`config.mk`:
```
export PLATFORM = sky130hd
export DESIGN_NAME = alarm_controller_flat
export DESIGN_NICKNAME = d
export VERILOG_FILES = /design/src/rtl/clock_pkg.sv /design/src/rtl/alarm_controller_if.sv /design/src/rtl/alarm_time_reg.sv /design/src/rtl/alarm_controller.sv /design/src/flat_wrapper.sv
export SDC_FILE = /design/constraint.sdc
export NUM_CORES = 1
export LEC_CHECK = 0
export BUFFER_PORTS_ARGS = -buffer_cell sky130_fd_sc_hd__buf_2
export CAP_MARGIN = 20
export CORE_MARGIN = 10
export CORE_UTILIZATION = 45
export CTS_CLUSTER_DIAMETER = 200
export DETAILED_ROUTE_END_ITERATION = 16
export GPL_TIMING_DRIVEN = 1
export PLACE_DENSITY = 0.72
export SLEW_MARGIN = 20
export SYNTH_ARGS = -nofsm -noshare
export SYNTH_HDL_FRONTEND = slang
export SYNTH_SLANG_ARGS = --single-unit
```
`constraint.sdc`:
```
create_clock -name Clk_1sec -period 2.3 [get_ports Clk_1sec]
set_clock_uncertainty 0.15 [all_clocks]
set_input_delay 0.115 -clock Clk_1sec [delete_from_list [all_inputs] [get_ports Clk_1sec]]
set_output_delay 0.115 -clock Clk_1sec [all_outputs]
set_load 0.005 [all_outputs]
```
`src/rtl/clock_pkg.sv`:
```
// Shared definitions for the time-of-day consumers: field widths, range
// limits and the alarm FSM state encoding.
// No ports; imported by the alarm controller files.
package clock_pkg;

  localparam int HOUR_W = 5;
  localparam int MIN_W  = 6;
  localparam int SEC_W  = 6;
  localparam int CNT_W  = 10;

  localparam logic [HOUR_W-1:0] MAX_HOUR = 5'd23;
  localparam logic [MIN_W-1:0]  MAX_MIN  = 6'd59;

  typedef enum logic [1:0] {
    ALARM_IDLE    = 2'd0,
    ALARM_RINGING = 2'd1,
    ALARM_SNOOZED = 2'd2
  } alarm_state_e;

  // True when an hours/minutes pair is a legal time of day.
  function automatic logic alarm_time_valid(input logic [HOUR_W-1:0] h,
                                            input logic [MIN_W-1:0]  m);
    return (h <= MAX_HOUR) && (m <= MAX_MIN);
  endfunction

endpackage

```
`src/rtl/alarm_controller_if.sv`:
```
// Signal bundle between the time source / user controls and the alarm
// controller.
// master: drives current time, alarm programming and user buttons,
//         receives buzzer/status outputs.
// slave : the alarm controller side.
interface alarm_controller_if;
  import clock_pkg::*;

  // current time
  logic [HOUR_W-1:0] hours;
  logic [MIN_W-1:0]  minutes;
  logic [SEC_W-1:0]  seconds;
  // alarm programming and user controls
  logic              alarm_set;
  logic [HOUR_W-1:0] alarm_hours_in;
  logic [MIN_W-1:0]  alarm_minutes_in;
  logic              alarm_enable;
  logic              snooze;
  logic              stop;
  // status outputs
  logic              buzzer;
  logic              snoozing;
  logic [1:0]        snooze_count;
  logic              missed;
  logic              set_error;
  logic [HOUR_W-1:0] alarm_hours;
  logic [MIN_W-1:0]  alarm_minutes;

  modport master (
    output hours, minutes, seconds, alarm_set, alarm_hours_in,
           alarm_minutes_in, alarm_enable, snooze, stop,
    input  buzzer, snoozing, snooze_count, missed, set_error,
           alarm_hours, alarm_minutes
  );

  modport slave (
    input  hours, minutes, seconds, alarm_set, alarm_hours_in,
           alarm_minutes_in, alarm_enable, snooze, stop,
    output buzzer, snoozing, snooze_count, missed, set_error,
           alarm_hours, alarm_minutes
  );

endinterface

```
`src/rtl/alarm_time_reg.sv`:
```
// Stored alarm time with range-checked loading.
// Ports:
//   Clk_1sec, reset (async, active-high)
//   alarm_set        : load request
//   alarm_hours_in   : requested hours
//   alarm_minutes_in : requested minutes
//   alarm_hours      : stored hours
//   alarm_minutes    : stored minutes
//   set_error        : one-cycle pulse after a rejected load
module alarm_time_reg
  import clock_pkg::*;
(
  input  logic              Clk_1sec,
  input  logic              reset,
  input  logic              alarm_set,
  input  logic [HOUR_W-1:0] alarm_hours_in,
  input  logic [MIN_W-1:0]  alarm_minutes_in,
  output logic [HOUR_W-1:0] alarm_hours,
  output logic [MIN_W-1:0]  alarm_minutes,
  output logic              set_error
);

  logic [HOUR_W-1:0] alarm_hours_d,   alarm_hours_q;
  logic [MIN_W-1:0]  alarm_minutes_d, alarm_minutes_q;
  logic              set_error_d,     set_error_q;
  logic              load_ok_s;

  assign load_ok_s = alarm_time_valid(alarm_hours_in, alarm_minutes_in);

  // Next-value logic: an out-of-range pair keeps the old time and flags it.
  always_comb begin
    alarm_hours_d   = alarm_hours_q;
    alarm_minutes_d = alarm_minutes_q;
    set_error_d     = 1'b0;
    if (alarm_set) begin
      if (load_ok_s) begin
        alarm_hours_d   = alarm_hours_in;
        alarm_minutes_d = alarm_minutes_in;
      end else begin
        set_error_d = 1'b1;
      end
    end else begin
      set_error_d = 1'b0;
    end
  end

  // Alarm time and error flag registers.
  always_ff @(posedge Clk_1sec or posedge reset) begin
    if (reset) begin
      alarm_hours_q   <= 5'd0;
      alarm_minutes_q <= 6'd0;
      set_error_q     <= 1'b0;
    end else begin
      alarm_hours_q   <= alarm_hours_d;
      alarm_minutes_q <= alarm_minutes_d;
      set_error_q     <= set_error_d;
    end
  end

  assign alarm_hours   = alarm_hours_q;
  assign alarm_minutes = alarm_minutes_q;
  assign set_error     = set_error_q;

endmodule

```
`src/rtl/alarm_controller.sv`:
```
// Alarm controller: compares the running time with the stored alarm, rings
// the buzzer, handles snooze/stop and times out an unattended ring.
// Ports:
//   Clk_1sec : 1 Hz clock shared with the time counter
//   reset    : asynchronous, active-high
//   bus      : alarm_controller_if.slave (time in, controls in, status out)
// Parameters:
//   RING_SECS   : ring length before auto-timeout (1..1023)
//   SNOOZE_SECS : snooze length before re-ringing (1..1023)
//   MAX_SNOOZE  : snoozes allowed per alarm event (0..3)
module alarm_controller
  import clock_pkg::*;
#(
  parameter int RING_SECS   = 60,
  parameter int SNOOZE_SECS = 300,
  parameter int MAX_SNOOZE  = 3
)(
  input  logic               Clk_1sec,
  input  logic               reset,
  alarm_controller_if.slave  bus
);

  localparam logic [CNT_W-1:0] RING_LAST   = CNT_W'(RING_SECS - 1);
  localparam logic [CNT_W-1:0] SNOOZE_LAST = CNT_W'(SNOOZE_SECS - 1);
  localparam logic [1:0]       SNOOZE_MAX  = 2'(MAX_SNOOZE);

  alarm_state_e      state_d,        state_q;
  logic [CNT_W-1:0]  counter_d,      counter_q;
  logic [1:0]        snooze_count_d, snooze_count_q;
  logic              missed_d,       missed_q;
  logic              buzzer_d,       buzzer_q;
  logic              snoozing_d,     snoozing_q;
  logic              match_s;
  logic [HOUR_W-1:0] alarm_hours_s;
  logic [MIN_W-1:0]  alarm_minutes_s;

  alarm_time_reg u_time_reg (
    .Clk_1sec         (Clk_1sec),
    .reset            (reset),
    .alarm_set        (bus.alarm_set),
    .alarm_hours_in   (bus.alarm_hours_in),
    .alarm_minutes_in (bus.alarm_minutes_in),
    .alarm_hours      (alarm_hours_s),
    .alarm_minutes    (alarm_minutes_s),
    .set_error        (bus.set_error)
  );

  // Only seconds==0 matches, so a finished event cannot re-fire within the
  // same minute; the next chance is 24 h later.
  assign match_s = (bus.hours == alarm_hours_s) &&
                   (bus.minutes == alarm_minutes_s) &&
                   (bus.seconds == 6'd0);

  // Next-state logic: alarm_set beats alarm_enable=0, which beats the FSM.
  // The counter only ever reaches its current compare value, never wraps.
  always_comb begin
    state_d        = state_q;
    counter_d      = counter_q;
    snooze_count_d = snooze_count_q;
    missed_d       = missed_q;
    if (bus.alarm_set) begin
      state_d        = ALARM_IDLE;
      counter_d      = 10'd0;
      snooze_count_d = 2'd0;
      missed_d       = 1'b0;
    end else if (!bus.alarm_enable) begin
      state_d   = ALARM_IDLE;
      counter_d = 10'd0;
    end else begin
      case (state_q)
        ALARM_IDLE: begin
          if (match_s) begin
            state_d        = ALARM_RINGING;
            counter_d      = 10'd0;
            snooze_count_d = 2'd0;
          end else begin
            counter_d = 10'd0;
          end
        end
        ALARM_RINGING: begin
          // A snooze beyond the limit falls through to the timeout check.
          if (bus.stop) begin
            state_d   = ALARM_IDLE;
            counter_d = 10'd0;
          end else if (bus.snooze && (snooze_count_q < SNOOZE_MAX)) begin
            state_d        = ALARM_SNOOZED;
            snooze_count_d = snooze_count_q + 2'd1;
            counter_d      = 10'd0;
          end else if (counter_q == RING_LAST) begin
            state_d   = ALARM_IDLE;
            counter_d = 10'd0;
            missed_d  = 1'b1;
          end else begin
            counter_d = counter_q + 10'd1;
          end
        end
        ALARM_SNOOZED: begin
          if (bus.stop) begin
            state_d   = ALARM_IDLE;
            counter_d = 10'd0;
          end else if (counter_q == SNOOZE_LAST) begin
            state_d   = ALARM_RINGING;
            counter_d = 10'd0;
          end else begin
            counter_d = counter_q + 10'd1;
          end
        end
        default: begin
          state_d   = ALARM_IDLE;
          counter_d = 10'd0;
        end
      endcase
    end
    // Outputs decoded from the next state so they line up with state_q.
    buzzer_d   = (state_d == ALARM_RINGING);
    snoozing_d = (state_d == ALARM_SNOOZED);
  end

  // FSM, counter and registered status outputs.
  always_ff @(posedge Clk_1sec or posedge reset) begin
    if (reset) begin
      state_q        <= ALARM_IDLE;
      counter_q      <= 10'd0;
      snooze_count_q <= 2'd0;
      missed_q       <= 1'b0;
      buzzer_q       <= 1'b0;
      snoozing_q     <= 1'b0;
    end else begin
      state_q        <= state_d;
      counter_q      <= counter_d;
      snooze_count_q <= snooze_count_d;
      missed_q       <= missed_d;
      buzzer_q       <= buzzer_d;
      snoozing_q     <= snoozing_d;
    end
  end

  assign bus.buzzer        = buzzer_q;
  assign bus.snoozing      = snoozing_q;
  assign bus.snooze_count  = snooze_count_q;
  assign bus.missed        = missed_q;
  assign bus.alarm_hours   = alarm_hours_s;
  assign bus.alarm_minutes = alarm_minutes_s;

endmodule
```
`src/flat_wrapper.sv`:
```
// flat-port wrapper written by rule: the top's interface ports become plain ports
module alarm_controller_flat import clock_pkg::*;
#(
  parameter int RING_SECS   = 60,
  parameter int SNOOZE_SECS = 300,
  parameter int MAX_SNOOZE  = 3
)
  (Clk_1sec, reset, bus_hours, bus_minutes, bus_seconds, bus_alarm_set, bus_alarm_hours_in, bus_alarm_minutes_in, bus_alarm_enable, bus_snooze, bus_stop, bus_buzzer, bus_snoozing, bus_snooze_count, bus_missed, bus_set_error, bus_alarm_hours, bus_alarm_minutes);
  alarm_controller_if bus_i ();
  input  logic Clk_1sec;
  input  logic reset;
  input wire logic [$bits(bus_i.hours)-1:0] bus_hours;
  input wire logic [$bits(bus_i.minutes)-1:0] bus_minutes;
  input wire logic [$bits(bus_i.seconds)-1:0] bus_seconds;
  input wire logic [$bits(bus_i.alarm_set)-1:0] bus_alarm_set;
  input wire logic [$bits(bus_i.alarm_hours_in)-1:0] bus_alarm_hours_in;
  input wire logic [$bits(bus_i.alarm_minutes_in)-1:0] bus_alarm_minutes_in;
  input wire logic [$bits(bus_i.alarm_enable)-1:0] bus_alarm_enable;
  input wire logic [$bits(bus_i.snooze)-1:0] bus_snooze;
  input wire logic [$bits(bus_i.stop)-1:0] bus_stop;
  output wire logic [$bits(bus_i.buzzer)-1:0] bus_buzzer;
  output wire logic [$bits(bus_i.snoozing)-1:0] bus_snoozing;
  output wire logic [$bits(bus_i.snooze_count)-1:0] bus_snooze_count;
  output wire logic [$bits(bus_i.missed)-1:0] bus_missed;
  output wire logic [$bits(bus_i.set_error)-1:0] bus_set_error;
  output wire logic [$bits(bus_i.alarm_hours)-1:0] bus_alarm_hours;
  output wire logic [$bits(bus_i.alarm_minutes)-1:0] bus_alarm_minutes;
  assign bus_i.hours = bus_hours;
  assign bus_i.minutes = bus_minutes;
  assign bus_i.seconds = bus_seconds;
  assign bus_i.alarm_set = bus_alarm_set;
  assign bus_i.alarm_hours_in = bus_alarm_hours_in;
  assign bus_i.alarm_minutes_in = bus_alarm_minutes_in;
  assign bus_i.alarm_enable = bus_alarm_enable;
  assign bus_i.snooze = bus_snooze;
  assign bus_i.stop = bus_stop;
  assign bus_buzzer = bus_i.buzzer;
  assign bus_snoozing = bus_i.snoozing;
  assign bus_snooze_count = bus_i.snooze_count;
  assign bus_missed = bus_i.missed;
  assign bus_set_error = bus_i.set_error;
  assign bus_alarm_hours = bus_i.alarm_hours;
  assign bus_alarm_minutes = bus_i.alarm_minutes;
  alarm_controller #(.RING_SECS(RING_SECS), .SNOOZE_SECS(SNOOZE_SECS), .MAX_SNOOZE(MAX_SNOOZE)) u_core (.Clk_1sec(Clk_1sec), .reset(reset), .bus(bus_i));
endmodule
```
# Word level (Yosys, flattened, before mapping)
# Index checks and enable logic that the tools add are counted.
# totals
reg_bits,29
elab_cells,71
# classes
add_sub_neg,2
n_lt_le_gt_ge,3
n_eq_ne,13
n_mux,31
n_reduce_logical,13
# op_table
cell,n
$mux 10,7
$mux 2,13
$pmux 10 s2,1
$add 10x1->10 const B,1
$eq 10x6->1 const B,1
$eq 10x9->1 const B,1
$reduce_and 5->1,2
$mux 1,8
$eq 6x6->1,1
$le 6x6->1 const B,1
$logic_not 6->1,1
$ne 3x2->1 const B,2
$pmux 2 s3,1
$reduce_bool 2->1,3
$eq 5x5->1,1
$le 5x5->1 const B,1
$eq 2x1->1 const B,2
$eq 2x2->1 const B,2
$logic_and 1x1->1,4
$ne 2x2->1 const B,2
$pmux 2 s2,1
$ne 3x3->1 const B,1
$reduce_bool 3->1,1
$add 2x1->2 const B,1
3 further kinds,3

# Logic depth before layout (Yosys ltp)
# logic_depth
ltp_word,8
depth_mapped,8
ltp_nobuf,8

# Cells and area by module
# A second synthesis with hierarchy kept.
# unflattened
hier_cells,149
area_unflattened_um2,1612.8
# modules_own_cells
module,n_inst,cells_per_inst,area_per_inst_um2
alarm_controller,1,120,1108.6
alarm_time_reg,1,29,504.2

# Worst setup path before layout
# No wires, ideal clock.
# synth_timing
path_kind,reg2reg
from,reg u_core.state_q[1]
to,"reg u_core.snooze_count_q[1], in the netlist u_core.bus.snooze_count[1]"
arrival_ps,1646
required_ps,2081
path_slack_ps,435
path_stages_with_launch,8
path_buffers,0
period_less_slack_ps,1865
path_cell_list,dfrtp_1 inv_1 ha_1 nor2b_1 and2_1 o21ai_1 or4_1 nand3_1
# synth_via
elab_chain_len,4
elab_cells_between_ends,10
classes_between,eq/ne (4); mux (3); reduce/logical (3)
# synth_rtl
item,line_no,source
"start, declared",alarm_controller.sv:27,"alarm_state_e state_d, state_q;"
"start signal, assigned",alarm_controller.sv:129,state_q <= state_d;
$eq 2x1->1 or $logic_not 2->1 (tied branches),alarm_controller.sv:70,case (state_q)
$pmux 2 s2,alarm_controller.sv:70,
$mux 2,alarm_controller.sv:66,end else if (!bus.alarm_enable) begin
$mux 2,alarm_controller.sv:61,if (bus.alarm_set) begin
"end signal, assigned",alarm_controller.sv:131,snooze_count_q <= snooze_count_d;
"end, declared",alarm_controller.sv:29,"logic [1:0] snooze_count_d, snooze_count_q;"
# Several ways; a longest one is shown, not always the timed one. The select of a mux whose other input is x is not followed.
# A chain may end at the register's enable or synchronous reset.

# Final worst setup path
# layout_timing
from,"reg u_core.snooze_count_q[0], in the netlist u_core.bus.snooze_count[0]"
to,"reg u_core.missed_q, in the netlist u_core.bus.missed"
# layout_via
elab_chain_len,4
# layout_rtl
item,line_no,source
$lt 2x2->1,alarm_controller.sv:85,end else if (bus.snooze && (snooze_count_q < SNOOZE_MAX)) begin
$logic_and 1x1->1,alarm_controller.sv:85,
$ne 2x2->1 (no source line),--,
$reduce_and 5->1 (no source line),--,
"end signal, assigned",alarm_controller.sv:132,missed_q <= missed_d;
"end, declared",alarm_controller.sv:30,"logic missed_d, missed_q;"
# No other way between the ends.

==> impl_metrics.json <==
{
  "synth.area.top_cells": "dfrtp_1, mux2_2, xnor2_1",
  "grt_max_degree": 30,
  "fin_nets": 262,
  "dpl-instance-area_mm2": 0.00189,
  "clockBufferDepth": 2,
  "finalCritPeriodShare_pct": 92.4,
  "yosysWarnings": 0,
  "p_total_w": 0.00110,
  "synthFlopType": "dfrtp_1",
  "p_per_area_mw_per_mm2": 522,
  "slowest_stage": "dlygate4sd3_1",
  "maxCapViolations": 0,
  "yosysSeqAreaShare_pct": 45.8,
  "hold_viol_final": 0,
  "wl_um": 3950,
  "boundaryPins": 51,
  "worst_slew_pin_slew_ns": 0.528,
  "fmax_mhz": 470,
  "grt_pass1_wl_um": 6680,
  "diodes": 0,
  "outcome": "complete, no violations",
  "crit_chain": "ha_1, nor2b_1, nor3_1, a41oi_1, nor2_1, dlygate4sd3_1",
  "syn_inst": 151,
  "clk_pin_slew_ns": 0.09,
  "yosysUniqueCellTypes": 40,
  "setup_viol": 0,
  "post_cts_resized": 0,
  "track_usage_pct": 13.0,
  "drive_above_1_share_pct": 34.5,
  "antenna_found_initial": 0,
  "grt_pass1_vias": 1462,
  "tns_ns": 0,
  "synthArstFlopShare_pct": 100,
  "cts_root_buffer": "clkbuf_4",
  "yosysTopAreaCellShare_pct": 45.8,
  "grt-ovfl-total": 0,
  "vdd_drop_max_mv": 0.345,
  "yosysTopAreaCell": "dfrtp_1",
  "synthesis.area_mm2": 0.00158,
  "vias_per_cell": 5.17,
  "hold_depth": 3,
  "portBuffers": 50,
  "synthTopCellsByCount": "dfrtp_1, nor2_1, mux2_2, xnor2_1, inv_1",
  "maxSlewHeadroom_pct": 64.7,
  "drc": 0,
  "crit_path_start_kind": "flop",
  "avgSynthCellArea_um2": 10.5,
  "crit_path_end_kind": "flop",
  "leakage_nw": 1.00,
  "synth_edf_count": 0,
  "die_area_mm2": 0.00629,
  "rsz0062_at_grt": "false",
  "clock_latency_ns": 0.32,
  "hold_class": "in -> reg",
  "crit_family": "buffers and inverters",
  "wl_per_cell_um": 14.7,
  "synth_most_common_cell": "dfrtp_1",
  "rows": 21,
  "cts_tree": "done",
  "vias": 1392,
  "finalWeightedCongestion": 0.855,
  "cts_sinks": 29,
  "cts_buffers": 5,
  "cp_data_required_time_ns": 2.36,
  "initial_core_util_pct": 47.1,
  "arrival_ns": 2.19,
  "cp_num_cells": 6,
  "syn_nets": 191,
  "critPathMaxStageDelay_ns": 0.56,
  "final.min_clock_period_ns": 2.13,
  "die_x_um": 79.3,
  "core-area_mm2": 0.00336,
  "dp_hpwl_um": 2980,
  "h-tree-depth": 2,
  "drt_first_pass_iters": 4,
  "criticalPathCategory": "reg -> reg",
  "r2r_cells": 6,
  "crit_buf_inv": 1,
  "final_area_mm2": 0.00210,
  "first_iter_violations": 73,
  "area_growth_pct": 33.0,
  "dieHeight_um": 79.3,
  "crit_fanout": 5,
  "slew_viol_final": 0,
  "ys_ff_latch": 29,
  "antenna_left": 0
}
## report_power, final
| group | switching (W) | internal (W) |
|---|---|---|
| combinational | 0.0000783 | 0.000109 |
| clock | 0.000168 | 0.000177 |
| sequential | 0.0000262 | 0.000539 |
| total | 0.000273 | 0.000825 |
## cell usage in the layout (no fill, tap or decap), types with 3 or more instances in the layout
cell type / n
dfrtp_1: 29
nor4_1: 3
nor2_1: 18
nand3_1: 5
inv_1: 9
mux2_2: 11
xnor2_1: 10
clkbuf_4: 5
dlygate4sd3_1: 14
buf_2: 50
ha_1: 6
xor2_1: 6
nand2_1: 8
a21oi_1: 3
nand4_1: 7
nor2b_1: 5
## layout make-up
class                      instances  area [µm²]
clock inverter                     1        5.00
sequential                        29         726
timing repair buffer              65         398
clock buffer                       7        65.1
multi-input combinational        112         820
inverter                           9        33.8
tap                               46        57.6
fill                             295        1260
## state kept, by name (all words and copies together), names as in the netlist
signal,count
u_core.state_q,2
u_core.counter_q,10
u_core.u_time_reg.set_error,1
u_core.bus.snoozing,1
u_core.u_time_reg.alarm_hours,5
u_core.bus.snooze_count,2
u_core.u_time_reg.alarm_minutes,6
u_core.bus.missed,1
u_core.bus.buzzer,1
## kinds of logic (layout without fill, tap and decap cells)
| logic type | Yosys count | in the layout | synth area share, % |
|---|---|---|---|
| buffers and inverters | 10 | 82 | 2.37 |
| xor gates and xnor gates | 18 | 18 | 10.9 |
| muxes | 11 | 11 | 7.83 |
| and+or+nand+nor | 60 | 60 | 21.0 |
| adders and majority gates | 6 | 6 | 4.74 |
| DFF | 29 | 29 | 45.9 |
| AOI/OAI and AO/OA | 17 | 17 | 7.27 |
## worst register-to-register path, delay by kind of cell, from the launching register on
kind                     cells  cell delay, ns
AO/OA/AOI/OAI                1            0.24
adder cells (fa/ha/maj)      1            0.22
buffers and inverters        1            0.56
flip-flops                   1            0.44
AND/OR/NAND/NOR              3            0.41
## path summary, 6_finish.rpt
| kind | start | endpoint | slack (ns) |
|---|---|---|---|
| max in group asynchronous | reset | u_core.counter_q[1] | 1.50 |
| min in group asynchronous | reset | u_core.u_time_reg.alarm_minutes[0] | 0.23 |
| setup / recovery | u_core.bus.snooze_count[0] | u_core.bus.missed | 0.17 |
| hold / removal | bus_alarm_enable | u_core.state_q[1] | 0.05 |
| setup reg to reg | u_core.bus.snooze_count[0] | u_core.bus.missed | 0.17 |
| hold reg to reg | u_core.counter_q[0] | u_core.counter_q[0] | 0.31 |
## repair_timing
action / in CTS / in global routing
hold buffers: 14 / 0
buffers inserted: 0 / 0
hold endpoints to repair: 42 / 0
## metal layers
metal | up-vias | routed length (µm) | global-route usage [%] | share of wire (%)
met3 | 6 | 393 | 5.74 | 9.9
met2 | 53 | 1860 | 22.1 | 47
met5 | - | 0 | 0 | 0
li1 | 677 | - | - | -
met1 | 656 | 1630 | 13.8 | 41
met4 | 0 | 61 | 5.56 | 1.5
## metrics by stage
stage                     hold slack, ns  instances  worst slack, ns  util [%]
after floorplan                   0.0314        151            0.435         -
after global routing              0.0616        269           0.0753      62.6
after CTS                         0.0231        269            0.177      62.6
after detailed placement          0.0555        247            0.258      56.3
final                             0.0483        269            0.174      62.6
after global placement            0.0481        247            0.370      56.3
Note: power is estimated with default switching activity, not from simulation.
